File: config.mk
export PLATFORM = sky130hd
export DESIGN_NAME = sprite_blitter_flat
export DESIGN_NICKNAME = d
export VERILOG_FILES = /design/src/rtl/chip8_fb_pkg.sv /design/src/rtl/sprite_blitter_if.sv /design/src/rtl/sprite_align.sv /design/src/rtl/sprite_blitter.sv /design/src/flat_wrapper.sv
export SDC_FILE = /design/constraint.sdc
export NUM_CORES = 1
export LEC_CHECK = 0
export ABC_AREA = 0
export BUFFER_PORTS_ARGS = -buffer_cell sky130_fd_sc_hd__buf_4
export CORE_ASPECT_RATIO = 0.75
export CORE_MARGIN = 2
export CORE_UTILIZATION = 26
export DETAILED_ROUTE_END_ITERATION = 6
export PLACE_DENSITY = 0.49
export SLEW_MARGIN = 20
export SYNTH_ARGS = -nofsm -noshare
export SYNTH_HDL_FRONTEND = slang
export SYNTH_SLANG_ARGS = --single-unit
File: constraint.sdc
create_clock -name clk -period 4 [get_ports clk]
set_input_delay 0.8 -clock clk [delete_from_list [all_inputs] [get_ports clk]]
set_output_delay 0.8 -clock clk [all_outputs]
set_load 0.02 [all_outputs]
File: src/rtl/chip8_fb_pkg.sv
// Shared framebuffer geometry, blitter FSM state type and address helper for the Chip-8 display path.
package chip8_fb_pkg;

  localparam int unsigned FB_ROWS          = 64;
  localparam int unsigned FB_WORDS_PER_ROW = 8;
  localparam int unsigned FB_WORD_W        = 16;
  localparam int unsigned FB_AW            = 9;

  typedef enum logic [3:0] {
    StIdle,
    StFetch,
    StFwait,
    StFetch2,
    StFwait2,
    StRd0,
    StWr0,
    StRd1,
    StWr1,
    StDone
  } blit_state_e;

  // Word address of a framebuffer row/word pair: {row[5:0], word[2:0]}.
  function automatic logic [FB_AW-1:0] fb_addr(input logic [5:0] row, input logic [2:0] word);
    return {row, word};
  endfunction

endpackage

File: src/rtl/sprite_blitter_if.sv
// Sprite-memory read port and framebuffer CPU port as seen by the sprite blitter.
interface sprite_blitter_if #(
  parameter int unsigned MEM_AW = 12,
  parameter int unsigned FB_AW  = 9
);
  logic [MEM_AW-1:0] mem_addr;
  logic              mem_rd;
  logic [7:0]        mem_data;
  logic              fbuf_en;
  logic              fbuf_write;
  logic [FB_AW-1:0]  fbuf_addr;
  logic [15:0]       fbuf_in;
  logic [15:0]       fbuf_out;

  modport master (
    output mem_addr, mem_rd, fbuf_en, fbuf_write, fbuf_addr, fbuf_in,
    input  mem_data, fbuf_out
  );

  modport slave (
    input  mem_addr, mem_rd, fbuf_en, fbuf_write, fbuf_addr, fbuf_in,
    output mem_data, fbuf_out
  );
endinterface

File: src/rtl/sprite_align.sv
// Combinational sprite row alignment: builds the 16-bit row (optionally pixel-doubled) and splits
// it across the two framebuffer words it touches; clip_o flags a word 1 past the right edge.
module sprite_align
  import chip8_fb_pkg::*;
(
  input  logic [7:0]           hi_i,
  input  logic [7:0]           lo_i,
  input  logic                 wide_i,
  input  logic                 lores_i,
  input  logic [6:0]           x_i,
  output logic [FB_WORD_W-1:0] w0_o,
  output logic [FB_WORD_W-1:0] w1_o,
  output logic [2:0]           word0_o,
  output logic [2:0]           word1_o,
  output logic                 clip_o
);

  logic [FB_WORD_W-1:0]   row16;
  logic [2*FB_WORD_W-1:0] pat32;

  always_comb begin
    row16 = wide_i ? {hi_i, lo_i} : {hi_i, 8'h00};
    if (lores_i) begin
      for (int i = 0; i < 8; i++) begin
        row16[2*i]   = hi_i[i];
        row16[2*i+1] = hi_i[i];
      end
    end
    pat32 = {row16, 16'h0000} >> x_i[3:0];
  end

  assign w0_o    = pat32[31:16];
  assign w1_o    = pat32[15:0];
  assign word0_o = x_i[6:4];
  assign word1_o = x_i[6:4] + 3'd1;
  assign clip_o  = (x_i[6:4] == 3'd7);

endmodule

File: src/rtl/sprite_blitter.sv
// Chip-8/SCHIP DXYN sprite blitter: fetches sprite rows and XORs them into the 128x64 framebuffer.
// Low-res (doubled) drawing is built in when SPRITE_BLITTER_LORES_EN is defined.
module sprite_blitter
  import chip8_fb_pkg::*;
#(
  parameter int unsigned MEM_AW = 12,
  parameter int unsigned FB_AW  = 9
) (
  input  logic              clk,
  input  logic              rst_n,
  input  logic              start,
  input  logic [6:0]        spr_x,
  input  logic [5:0]        spr_y,
  input  logic [3:0]        spr_n,
  input  logic [MEM_AW-1:0] spr_i,
`ifdef SPRITE_BLITTER_LORES_EN
  input  logic              lores,
`endif
  output logic              busy,
  output logic              done,
  output logic              collision,
  sprite_blitter_if.master  bus
);

  blit_state_e          state_q, state_d;
  logic [MEM_AW-1:0]    base_q, base_d, mem_addr_q, fetch_addr;
  logic [6:0]           x_q, x_d, row_q, row_d, row_nxt;
  logic [4:0]           rows_q, rows_d, src_q, src_d, src_nxt;
  logic                 wide_q, wide_d, lores_q, lores_d, dbl_q, dbl_d, coll_q, coll_d;
  logic [7:0]           hi_q, hi_d, lo_q, lo_d;
  logic                 busy_q, done_q, mem_rd_q, fbuf_en_q, fbuf_write_q;
  logic [FB_AW-1:0]     fbuf_addr_q;
  logic [FB_WORD_W-1:0] w0, w1, wdata;
  logic [2:0]           word0, word1;
  logic                 clip, adv, lores_in, fbuf_en_d;

`ifdef SPRITE_BLITTER_LORES_EN
  assign lores_in = lores;
`else
  assign lores_in = 1'b0;
`endif

  sprite_align u_align (
    .hi_i    (hi_q),
    .lo_i    (lo_q),
    .wide_i  (wide_q),
    .lores_i (lores_q),
    .x_i     (x_q),
    .w0_o    (w0),
    .w1_o    (w1),
    .word0_o (word0),
    .word1_o (word1),
    .clip_o  (clip)
  );

  // row_q is 7 bits so that stepping past row 63 is visible in bit 6.
  assign row_nxt = row_q + 7'd1;
  assign src_nxt = src_q + 5'd1;

  always_comb begin
    state_d = state_q;
    base_d  = base_q;
    x_d     = x_q;
    row_d   = row_q;
    rows_d  = rows_q;
    src_d   = src_q;
    wide_d  = wide_q;
    lores_d = lores_q;
    dbl_d   = dbl_q;
    coll_d  = coll_q;
    hi_d    = hi_q;
    lo_d    = lo_q;
    adv     = 1'b0;
    unique case (state_q)
      StIdle: begin
        if (start) begin
          lores_d = lores_in;
          base_d  = spr_i;
          x_d     = lores_in ? {spr_x[5:0], 1'b0} : spr_x;
          row_d   = {1'b0, (lores_in ? {spr_y[4:0], 1'b0} : spr_y)};
          rows_d  = (spr_n == 4'd0) ? 5'd16 : {1'b0, spr_n};
          wide_d  = (spr_n == 4'd0) && !lores_in;
          src_d   = 5'd0;
          dbl_d   = 1'b0;
          coll_d  = 1'b0;
          state_d = StFetch;
        end
      end
      StFetch:  state_d = StFwait;
      StFwait: begin
        hi_d    = bus.mem_data;
        state_d = wide_q ? StFetch2 : StRd0;
      end
      StFetch2: state_d = StFwait2;
      StFwait2: begin
        lo_d    = bus.mem_data;
        state_d = StRd0;
      end
      StRd0:    state_d = StWr0;
      StWr0: begin
        coll_d = coll_q | (|(bus.fbuf_out & w0));
        if (clip) adv = 1'b1;
        else      state_d = StRd1;
      end
      StRd1:    state_d = StWr1;
      StWr1: begin
        coll_d = coll_q | (|(bus.fbuf_out & w1));
        adv    = 1'b1;
      end
      StDone:   state_d = StIdle;
      default:  state_d = StIdle;
    endcase
    if (adv) begin
      row_d = row_nxt;
      // Low-res rows are drawn twice from one fetched byte.
      if (lores_q && !dbl_q) begin
        dbl_d   = 1'b1;
        state_d = row_nxt[6] ? StDone : StRd0;
      end else begin
        dbl_d   = 1'b0;
        src_d   = src_nxt;
        state_d = (src_nxt == rows_q || row_nxt[6]) ? StDone : StFetch;
      end
    end
  end

  always_comb begin
    fetch_addr = base_d + MEM_AW'(wide_d ? {src_d, 1'b0} : {1'b0, src_d});
    if (state_d == StFetch2) fetch_addr = fetch_addr + MEM_AW'(1);
    fbuf_en_d = state_d inside {StRd0, StWr0, StRd1, StWr1};
    // Write data must use this cycle's read result, so it cannot be registered.
    wdata = '0;
    if (state_q == StWr0)      wdata = bus.fbuf_out ^ w0;
    else if (state_q == StWr1) wdata = bus.fbuf_out ^ w1;
  end

  always_ff @(posedge clk) begin
    if (!rst_n) begin
      state_q      <= StIdle;
      base_q       <= '0;
      x_q          <= '0;
      row_q        <= '0;
      rows_q       <= '0;
      src_q        <= '0;
      wide_q       <= 1'b0;
      lores_q      <= 1'b0;
      dbl_q        <= 1'b0;
      coll_q       <= 1'b0;
      hi_q         <= '0;
      lo_q         <= '0;
      busy_q       <= 1'b0;
      done_q       <= 1'b0;
      mem_rd_q     <= 1'b0;
      mem_addr_q   <= '0;
      fbuf_en_q    <= 1'b0;
      fbuf_write_q <= 1'b0;
      fbuf_addr_q  <= '0;
    end else begin
      state_q      <= state_d;
      base_q       <= base_d;
      x_q          <= x_d;
      row_q        <= row_d;
      rows_q       <= rows_d;
      src_q        <= src_d;
      wide_q       <= wide_d;
      lores_q      <= lores_d;
      dbl_q        <= dbl_d;
      coll_q       <= coll_d;
      hi_q         <= hi_d;
      lo_q         <= lo_d;
      busy_q       <= !(state_d inside {StIdle, StDone});
      done_q       <= (state_d == StDone);
      mem_rd_q     <= state_d inside {StFetch, StFetch2};
      fbuf_en_q    <= fbuf_en_d;
      fbuf_write_q <= state_d inside {StWr0, StWr1};
      if (state_d inside {StFetch, StFetch2}) mem_addr_q <= fetch_addr;
      if (fbuf_en_d) begin
        fbuf_addr_q <= fb_addr(row_d[5:0], (state_d inside {StRd1, StWr1}) ? word1 : word0);
      end
    end
  end

  assign busy           = busy_q;
  assign done           = done_q;
  assign collision      = coll_q;
  assign bus.mem_addr   = mem_addr_q;
  assign bus.mem_rd     = mem_rd_q;
  assign bus.fbuf_en    = fbuf_en_q;
  assign bus.fbuf_write = fbuf_write_q;
  assign bus.fbuf_addr  = fbuf_addr_q;
  assign bus.fbuf_in    = wdata;

endmodule
File: src/flat_wrapper.sv
// flat-port wrapper written by rule: the top's interface ports become plain ports
module sprite_blitter_flat import chip8_fb_pkg::*;
#(
  parameter int unsigned MEM_AW = 12,
  parameter int unsigned FB_AW  = 9
)
  (clk, rst_n, start, spr_x, spr_y, spr_n, spr_i, busy, done, collision, bus_mem_addr, bus_mem_rd, bus_fbuf_en, bus_fbuf_write, bus_fbuf_addr, bus_fbuf_in, bus_mem_data, bus_fbuf_out);
  sprite_blitter_if #(.MEM_AW(MEM_AW), .FB_AW(FB_AW)) bus_i ();
  input  logic clk;
  input  logic rst_n;
  input  logic start;
  input  logic [6:0] spr_x;
  input  logic [5:0] spr_y;
  input  logic [3:0] spr_n;
  input  logic [MEM_AW-1:0] spr_i;
  output logic busy;
  output logic done;
  output logic collision;
  output wire logic [$bits(bus_i.mem_addr)-1:0] bus_mem_addr;
  output wire logic [$bits(bus_i.mem_rd)-1:0] bus_mem_rd;
  output wire logic [$bits(bus_i.fbuf_en)-1:0] bus_fbuf_en;
  output wire logic [$bits(bus_i.fbuf_write)-1:0] bus_fbuf_write;
  output wire logic [$bits(bus_i.fbuf_addr)-1:0] bus_fbuf_addr;
  output wire logic [$bits(bus_i.fbuf_in)-1:0] bus_fbuf_in;
  input wire logic [$bits(bus_i.mem_data)-1:0] bus_mem_data;
  input wire logic [$bits(bus_i.fbuf_out)-1:0] bus_fbuf_out;
  assign bus_mem_addr = bus_i.mem_addr;
  assign bus_mem_rd = bus_i.mem_rd;
  assign bus_fbuf_en = bus_i.fbuf_en;
  assign bus_fbuf_write = bus_i.fbuf_write;
  assign bus_fbuf_addr = bus_i.fbuf_addr;
  assign bus_fbuf_in = bus_i.fbuf_in;
  assign bus_i.mem_data = bus_mem_data;
  assign bus_i.fbuf_out = bus_fbuf_out;
  sprite_blitter #(.MEM_AW(MEM_AW), .FB_AW(FB_AW)) u_core (.clk(clk), .rst_n(rst_n), .start(start), .spr_x(spr_x), .spr_y(spr_y), .spr_n(spr_n), .spr_i(spr_i), .busy(busy), .done(done), .collision(collision), .bus(bus_i));
endmodule
==> flow_summary.ini, run 1 <==
[global_route]
grt_pass1_wl_um = 29200
overflow = 0
grt_max_degree = 63
antenna_found_initial = 0
grt_usage_pct = 15.7
grt_pass1_vias = 5512

[floorplanning]
io_pins = 99
die_h_um = 132
die_x_um = 175
initial_core_util_pct = 26.8
rows = 46
die_area_um2 = 23100
core_um2 = 21300

[setup_path]
slowest_stage = or4_4
timing.rr.start = u_core.state_q[2]
arrival_ps = 4040
rr_endpoint = u_core.bus.mem_addr[11]
crit_path_cell_trace = or4_4, nor2_4, nand2_1, nand2_2, inv_1, a21boi_1, o22ai_2, fa_2, a211oi_4, o21a_1, buf_4, o211ai_1, nand4b_1, a31oi_2, and4_1, a311o_1
critPathRequiredTime_ps = 4240
cp-start-kind = register
reg2regPathDepth = 16
crit_family = compound AO/OA/AOI/OAI gates
end_kind = register
worst-path-buf-inv = 2
path_max_fanout = 6
rrSetupSlack_ps = 200
path_class = reg -> reg
max_stage_delay_ps = 570

[timing]
relSlewSlack_pct = 52.6
hold_viol_final = 0
finalSetupViolCount = 0
min_period_over_period_pct = 95.0
fin_tns_setup_ps = 0
worst_slew_pin_slew_ps = 710
fmax_mhz = 263
whs_ps = 465
final.min_clock_period_ps = 3800
maxSlewViolCount = 0
fin_skew_ps = 4.67

[run_status]
status = finished, final reports clean

[logic_synthesis]
avgSynthCellArea_um2 = 7.94
synth_top_area_share_pct = 29.5
yosysTopAreaCell = dfxtp_1
synth_seq_cells = 84
synth-edff-count = 0
syn_nets = 817
synthFlopType = dfxtp_1
synthTopCellsByArea = dfxtp_1 30%, ha_1 9.2%, nand2_1 7.7%
synth_area_um2 = 5700
ys_seq_area_share_pct = 29.5
synthArstFlopShare_pct = 0
yosys_warnings = 0
synth_cell_types = 70
synth_cells = 718

[power_and_ir_drop]
p_seq_share_pct = 38.0
power_density_nw_per_um2 = 315
p_sw_share_pct = 30.7
power_frac_clock_pct = 36.6
irDropWorstVdd_v = 0.000202
leakage_nw = 3.30
pwr-share-comb_pct = 25.4
p_int_mw = 1.70
finalPower_mw = 2.46
p_sw_mw = 0.755

[layout]
fillCellCount = 2266
antenna_cells = 0
fin_util_pct = 36.6
area_growth_pct = 36.9
nets = 972
drive_above_1_share_pct = 29.0

[detailed_routing]
route.met3.wl_um = 816
vias = 5734
wire_per_inst_um = 15.5
drt_iter0_drc = 381
vias_per_cell = 4.92
first_pass_iters = 4
wl_met2_um = 8020
drcViolationCount = 0
drt-total-wl_um = 18100
ant_nets = 0
wl_met1_um = 9100
highest_layer = met4

[hold_path]
min_path_cells = 2
min_to = u_core.base_q[0]
hold_path.class = reg -> reg
hp-start = u_core.base_q[0]

[flow_run]
drv_cap = 0

[clock_tree]
cts_max_level = 3
hold_buffers = 0
cts_root_buf = clkbuf_16
clock_sinks = 84
cts_tree = built
numCtsBuffers = 9
cts_buffer_depth = 2
clkLatencyLatePin_ps = 350
path_clk_slew_ps = 70

[placement]
portBuffers = 98
place.detailed.hpwl_um = 13900
place.gp.congestion = 0.882
==> repair_timing <==
action                     CTS  global route
resized for setup            0            35
setup endpoints to repair    0             7
setup buffers                0            14
==> area by class of cell <==
type / instances / area [µm²] / area share, %
clock buffer: 11 / 253 / 3.24
clock inverter: 5 / 65.1 / 0.834
inverter: 10 / 37.5 / 0.481
multi-input combinational: 582 / 3960 / 50.8
sequential: 84 / 1680 / 21.6
tap: 288 / 360 / 4.62
timing repair buffer: 186 / 1440 / 18.4
==> flip-flops by register name (all words and copies together) (netlist names), 5 cells and up <==
signal and count:
u_core.bus.mem_addr 12, u_core.hi_q 8, u_core.rows_q 5, u_core.bus.fbuf_addr 9, u_core.base_q 12, u_core.row_q 7
u_core.lo_q 8, u_core.x_q 7, u_core.src_q 5
==> stage by stage <==
stage	setup slack (ps)	area, µm²	std cells
2_1_floorplan	6.75	5730	718
3_3_place_gp	-90.7	7200	1135
3_5_place_dp	-92.6	7200	1135
4_1_cts	14.3	7520	1151
5_1_grt	-12.6	7800	1166
6_report	200	7800	1166
==> placed cells by master, fill, tap and decap left out, types with 4 or more instances in the layout <==
cell type	n
o21a_1	4
o22ai_1	7
a31oi_1	6
o22a_1	6
a22o_1	16
nand3_1	14
a21oi_1	54
nor2b_1	8
nor3_1	11
and2_1	7
o211ai_1	8
inv_1	7
a211oi_1	12
nor4_1	13
clkbuf_16	10
or2_2	5
o21ai_1	4
nor2_1	76
ha_1	39
dfxtp_1	82
and3_1	9
nand4_1	6
xnor2_1	18
mux2_2	6
o21ai_0	22
nand2_1	114
nor3b_1	4
buf_4	182
mux2i_1	34
xor2_1	8
==> how the worst max path moves through the flow <==
stage,startpoint,endpoint,slack [ps],cells after the start
3_5_place_dp,spr_n[3],u_core.bus.mem_addr[11],-90,17
2_1_floorplan,u_core.state_q[2],u_core.bus.mem_addr[9],7,17
6_report,u_core.state_q[2],u_core.bus.mem_addr[11],200,16
3_3_place_gp,spr_n[3],u_core.bus.mem_addr[11],-90,17
5_1_grt,u_core.x_q[4],u_core.bus.mem_addr[9],-10,17
4_1_cts,u_core.state_q[3],u_core.bus.mem_addr[11],10,16
==> power groups by stage <==
stage	Clock [mW]	Combinational (mW)	Sequential [mW]
3_3_place_gp	0	0.586	0.952
5_1_grt	0.961	0.686	0.941
6_report	0.900	0.624	0.933
4_1_cts	0.930	0.589	0.933
2_1_floorplan	0	0.324	0.971
3_5_place_dp	0	0.586	0.951
==> cells in the mapped netlist (all sizes together) (12+ instances only) <==
cell type and n:
nor2 78, mux2i 34, clkbuf 30, nor4 15, xnor2 18, nand3 15, o21ai 28, nand2 117
dfxtp 84, nor3 12, a21oi 57, a211oi 16, ha 42, a22o 16, buf 12
==> metal layers <==
metal  global-route usage (%)  vias to the layer above
li1                         -                     2903
met1                     22.1                     2690
met2                     24.7                      126
met3                     3.17                       15
met4                     3.61                        0
met5                        0                        -
==> cells by family (layout without fill, tap and decap cells) <==
logic type	after synthesis	after routing	synth area share [%]
mux	40	40	7.16
compound gates	178	178	21.1
simple gates	295	295	24.9
flops	84	84	29.5
buf+inv	52	212	3.69
xor+xnor	26	26	4.00
fa+ha+maj	43	43	9.57
==> tightest hold or removal path: cells and delay by family, from the launching register on <==
family,cells,cell delay (ps)
simple gates,1,60
flops,1,300
compound gates,1,60
Note: power is estimated with default switching activity, not from simulation.
==> inputs of run 2 (changes only) <==
--- a/config.mk
+++ b/config.mk
@@ -9,9 +9,9 @@
 export BUFFER_PORTS_ARGS = -buffer_cell sky130_fd_sc_hd__buf_4
 export CORE_ASPECT_RATIO = 0.75
 export CORE_MARGIN = 2
-export CORE_UTILIZATION = 26
+export CORE_UTILIZATION = 52
 export DETAILED_ROUTE_END_ITERATION = 6
-export PLACE_DENSITY = 0.49
+export PLACE_DENSITY = 0.82
 export SLEW_MARGIN = 20
 export SYNTH_ARGS = -nofsm -noshare
 export SYNTH_HDL_FRONTEND = slang
==> flow_summary.ini, run 2 (synthesized netlist as in run 1, its figures left out) <==
[clock_tree]
cts_buffer_depth = 2
cts_max_level = 3
numCtsBuffers = 9
clkLatencyLatePin_ps = 340
path_clk_slew_ps = 60
cts_tree = built
clock_sinks = 84
hold_buffers = 0
cts_root_buf = clkbuf_16

[detailed_routing]
drt-total-wl_um = 17500
first_pass_iters = 5
vias = 5978
drt_iter0_drc = 553
ant_nets = 0
vias_per_cell = 6.00
wire_per_inst_um = 17.6
drcViolationCount = 0

[layout]
nets = 950
fillCellCount = 879
postLayoutCellArea_um2 = 7400
final_cell_mix = 162 x buf_4, 114 x nand2_1, 83 x dfxtp_1, 75 x nor2_1, 54 x a21oi_1
drive_above_1_share_pct = 27.1
area_growth_pct = 29.8
final_common_cell = buf_4
antenna_cells = 0

[floorplanning]
die_area_um2 = 11800
die_x_um = 125
initial_core_util_pct = 52.7
rows = 33
die_h_um = 94.7
core_um2 = 10800
io_pins = 99

[setup_path]
critPathRequiredTime_ps = 4230
slowest_stage = or3b_2
max_stage_delay_ps = 490
reg2regPathDepth = 16
rrSetupSlack_ps = 70
path_max_fanout = 6
crit_path_cell_trace = or3b_2, buf_4, a21oi_4, nor2_2, a21oi_2, nor2_1, ha_2, fa_2, a211oi_4, o21a_1, a211oi_4, buf_4, or2_2, a31oi_2, a2111oi_0, a311o_1
worst-path-buf-inv = 2
crit_family = compound AO/OA/AOI/OAI gates
timing.rr.start = u_core.state_q[3]
rr_endpoint = u_core.bus.mem_addr[11]
path_class = reg -> reg
end_kind = register
cp-start-kind = register
arrival_ps = 4160

[timing]
worst_slew_pin_slew_ps = 653
finalSetupViolCount = 0
min_period_over_period_pct = 98.2
rsz0062_at_grt = yes
fin_tns_setup_ps = 0
final.min_clock_period_ps = 3930
relSlewSlack_pct = 56.4
hold_viol_final = 0
fin_skew_ps = 10.1
fmax_mhz = 255
maxSlewViolCount = 0

[power_and_ir_drop]
power_frac_clock_pct = 35.6
irDropWorstVdd_v = 0.000266
power_density_nw_per_um2 = 321
pwr-share-comb_pct = 24.9
p_int_mw = 1.64
p_sw_mw = 0.734
leakage_nw = 3.15
p_sw_share_pct = 30.9
p_seq_share_pct = 39.6

[global_route]
grt_usage_pct = 28.8
grt_pass1_wl_um = 27400
antenna_found_initial = 0
grt_max_degree = 44
overflow = 0
grt_pass1_vias = 5561

[flow_run]
drv_cap = 0

[run_status]
status = finished, final reports clean

[placement]
portBuffers = 98
place.detailed.hpwl_um = 13000
place.gp.congestion = 0.956
place_area_um2 = 6870

[hold_path]
hp-start = u_core.base_q[5]
min_to = u_core.base_q[5]
hold_path.class = reg -> reg
min_path_cells = 2
==> run 2: changes by cell type in the layout (fill, tap and decap cells not counted), sizes merged <==
cell | previous run | this run
inv | 11 | 10
buf | 185 | 164
clkinvlp | 0 | 2
clkbuf | 12 | 10
==> run 2: cell type report <==
cell class	count	area (µm²)	share of cell area, %
clock buffer	10	229	3.09
clock inverter	6	71.3	0.964
inverter	10	37.5	0.507
multi-input combinational	582	3960	53.5
sequential	84	1680	22.7
tap	140	175	2.37
timing repair buffer	164	1240	16.8
==> run 2: routing by layer <==
metal	track usage (%)	routed length, µm
met4	4.81	139
met3	6.74	1420
met2	44.4	7690
met1	41.8	8240
met5	0	0
==> run 2: worst reg2reg max path, cell delays in order (launching register included) <==
cell,delay [ps]
dfxtp_1,350
or3b_2,490
buf_4,180
a21oi_4,180
nor2_2,80
a21oi_2,150
nor2_1,70
ha_2,190
fa_2,420
a211oi_4,350
o21a_1,240
a211oi_4,90
buf_4,160
or2_2,270
a31oi_2,180
a2111oi_0,130
a311o_1,300
==> run 2: worst max path at each step <==
stage,to,depth (start not counted),start
after detailed placement,u_core.bus.mem_addr[8],17,spr_n[3]
after global placement,u_core.bus.mem_addr[8],17,spr_n[3]
after CTS,u_core.bus.mem_addr[8],16,u_core.state_q[2]
after global routing,u_core.bus.mem_addr[8],16,u_core.state_q[2]
after floorplan,u_core.bus.mem_addr[9],17,u_core.state_q[2]
final,u_core.bus.mem_addr[11],16,u_core.state_q[3]
==> run 2: stage by stage <==
| stage | util [%] | std cells | setup slack [ps] | hold slack [ps] | total power [mW] |
|---|---|---|---|---|---|
| 2_1_floorplan | - | 718 | 6.75 | 444 | 1.30 |
| 3_3_place_gp | 63.5 | 968 | -51.0 | 451 | 1.50 |
| 3_5_place_dp | 63.5 | 968 | -216 | 460 | 1.51 |
| 6_report | 68.4 | 996 | 73.5 | 470 | 2.37 |
| 4_1_cts | 66.6 | 986 | 41.9 | 470 | 2.35 |
| 5_1_grt | 68.4 | 996 | -58.6 | 489 | 2.47 |
==> run 2: what timing repair did <==
action | 4_1_cts | 5_1_grt
resized for setup | 3 | 29
pin swaps | 1 | 17
gates cloned | 0 | 0
setup buffers | 2 | 10
setup endpoints to repair | 3 | 8
==> run 2: power groups by stage <==
stage	clock network [mW]	logic [mW]	registers, mW
2_1_floorplan	0	0.324	0.971
3_3_place_gp	0	0.545	0.951
3_5_place_dp	0	0.559	0.954
4_1_cts	0.849	0.567	0.937
5_1_grt	0.884	0.641	0.946
6_report	0.844	0.590	0.940
==> inputs of run 3 (changes only) <==
--- a/config.mk
+++ b/config.mk
@@ -7,11 +7,13 @@
 export LEC_CHECK = 0
 export ABC_AREA = 0
 export BUFFER_PORTS_ARGS = -buffer_cell sky130_fd_sc_hd__buf_4
+export CELL_PAD_IN_SITES_DETAIL_PLACEMENT = 0
+export CELL_PAD_IN_SITES_GLOBAL_PLACEMENT = 1
 export CORE_ASPECT_RATIO = 0.75
 export CORE_MARGIN = 2
-export CORE_UTILIZATION = 52
+export CORE_UTILIZATION = 38
 export DETAILED_ROUTE_END_ITERATION = 6
-export PLACE_DENSITY = 0.82
+export PLACE_DENSITY = 0.81
 export SLEW_MARGIN = 20
 export SYNTH_ARGS = -nofsm -noshare
 export SYNTH_HDL_FRONTEND = slang
==> constraint.sdc (replaced) <==
create_clock -name clk -period 3.5 [get_ports clk]
set_input_delay 0.7 -clock clk [delete_from_list [all_inputs] [get_ports clk]]
set_output_delay 0.7 -clock clk [all_outputs]
set_load 0.02 [all_outputs]
==> flow_summary.ini, run 3 (synthesized netlist as in run 1, its figures left out) <==
[power_and_ir_drop]
irDropWorstVdd_v = 0.000229
power_density_nw_per_um2 = 355
leakage_nw = 3.37

[clock_tree]
cts_max_level = 3
clock_sinks = 84
hold_buffers = 0
cts_root_buf = clkbuf_16
cts_buffer_depth = 2
cts_tree = built
path_clk_slew_ps = 70
numCtsBuffers = 9
clkLatencyLatePin_ps = 350

[global_route]
antenna_found_initial = 0
grt_pass1_wl_um = 28600
overflow = 0
grt_pass1_vias = 5641
grt_max_degree = 40
grt_usage_pct = 22.5

[timing]
fin_skew_ps = 5.38
hold_viol_final = 0
maxSlewViolCount = 0
fmax_mhz = 266
fin_tns_setup_ps = -775
worst_slew_pin_slew_ps = 699
final.min_clock_period_ps = 3750
finalSetupViolCount = 5
relSlewSlack_pct = 53.4
timing.final.ws_setup_ps = -255
rsz0062_at_grt = yes
whs_ps = 464
min_period_over_period_pct = 107

[floorplanning]
io_pins = 99
rows = 38
die_area_um2 = 16000
die_x_um = 145
die_h_um = 110
core_um2 = 14500
initial_core_util_pct = 39.2

[hold_path]
min_to = u_core.base_q[4]
min_path_cells = 2
hold_path.class = reg -> reg
hp-start = u_core.base_q[4]

[flow_run]
drv_cap = 0

[detailed_routing]
ant_nets = 0
drt-total-wl_um = 17900
vias_per_cell = 5.46
first_pass_iters = 5
drcViolationCount = 0
drt_iter0_drc = 438
vias = 5960
wire_per_inst_um = 16.4

[setup_path]
path_class = reg -> reg
end_kind = register
critPathRequiredTime_ps = 3750
arrival_ps = 4000
rr_endpoint = u_core.bus.mem_addr[11]
reg2regPathDepth = 14
startpoint = u_core.state_q[3]
timing.rr.start = u_core.state_q[3]
cp-start-kind = register
rrSetupSlack_ps = -250
path_max_fanout = 7

[placement]
place.gp.congestion = 0.937
portBuffers = 98
place.detailed.hpwl_um = 13700

[layout]
antenna_cells = 0
final_cell_mix = 197 x buf_4, 112 x nand2_1, 77 x dfxtp_1, 75 x nor2_1, 53 x a21oi_1
final_common_cell = buf_4
area_growth_pct = 38.4
fillCellCount = 1355
nets = 985
drive_above_1_share_pct = 32.1

[run_status]
status = complete, but fails checks
violations = setup timing
## run 3: where the power goes
part / internal, mW / switching (mW) / leakage [nW]
registers: 1.02 / 0.0492 / 0.689
clock network: 0.566 / 0.443 / 0.149
logic: 0.326 / 0.395 / 2.54
total: 1.91 / 0.888 / 3.37
## run 3: metrics by stage
| stage | power [mW] | instance area, µm² | cells | util [%] | setup WS [ps] |
|---|---|---|---|---|---|
| floorplan | 1.49 | 5810 | 718 | - | -398 |
| CTS | 2.80 | 7790 | 1090 | 53.5 | -202 |
| detailed placement | 1.77 | 7230 | 1058 | 49.7 | -423 |
| global route | 2.93 | 7880 | 1091 | 54.2 | -400 |
| global placement | 1.75 | 7230 | 1058 | 49.7 | -328 |
| finish | 2.80 | 7880 | 1091 | 54.2 | -255 |
## run 3: worst max path at each step
stage | end | cells after the start
2_1_floorplan | u_core.bus.mem_addr[9] | 18
3_3_place_gp | u_core.bus.mem_addr[9] | 15
3_5_place_dp | u_core.bus.mem_addr[11] | 17
4_1_cts | u_core.bus.mem_addr[11] | 15
5_1_grt | u_core.bus.mem_addr[11] | 15
6_report | u_core.bus.mem_addr[11] | 14
## run 3: cell type report
cell class                 count  area [µm²]  area share (%)
clock inverter                 7        83.8            1.06
clock buffer                   9         225            2.86
inverter                      10        37.5           0.476
tap                          200         250            3.17
multi-input combinational    582        4090            51.9
timing repair buffer         199        1500            19.0
sequential                    84        1700            21.5
## run 3: worst max-delay path, stage by stage, from the launching register on
cell       delay, ps
dfxtp_2          330
or4_4            560
nor2_4           240
nor2_4            80
a21oi_2          180
nor2_1            80
ha_2             210
fa_2             420
a211oi_4         300
o21a_2           220
a211oi_4          70
or2_2            300
a31oi_2          210
a2111oi_2        100
a311o_1          340
## run 3: repair_timing
item,4_1_cts,5_1_grt
buffers inserted,16,1
cloned,0,0
resized for setup,33,15
endpoints found under the setup margin,17,11
pin swaps,32,13
hold endpoints to repair,0,0
## run 3: metal layers
layer | global-route usage [%] | up-vias | wire (µm)
met5 | 0 | - | 0
met4 | 5.60 | 0 | 350
met3 | 6.42 | 36 | 1340
met2 | 33.6 | 213 | 7300
met1 | 32.0 | 2781 | 8880
li1 | - | 2930 | -
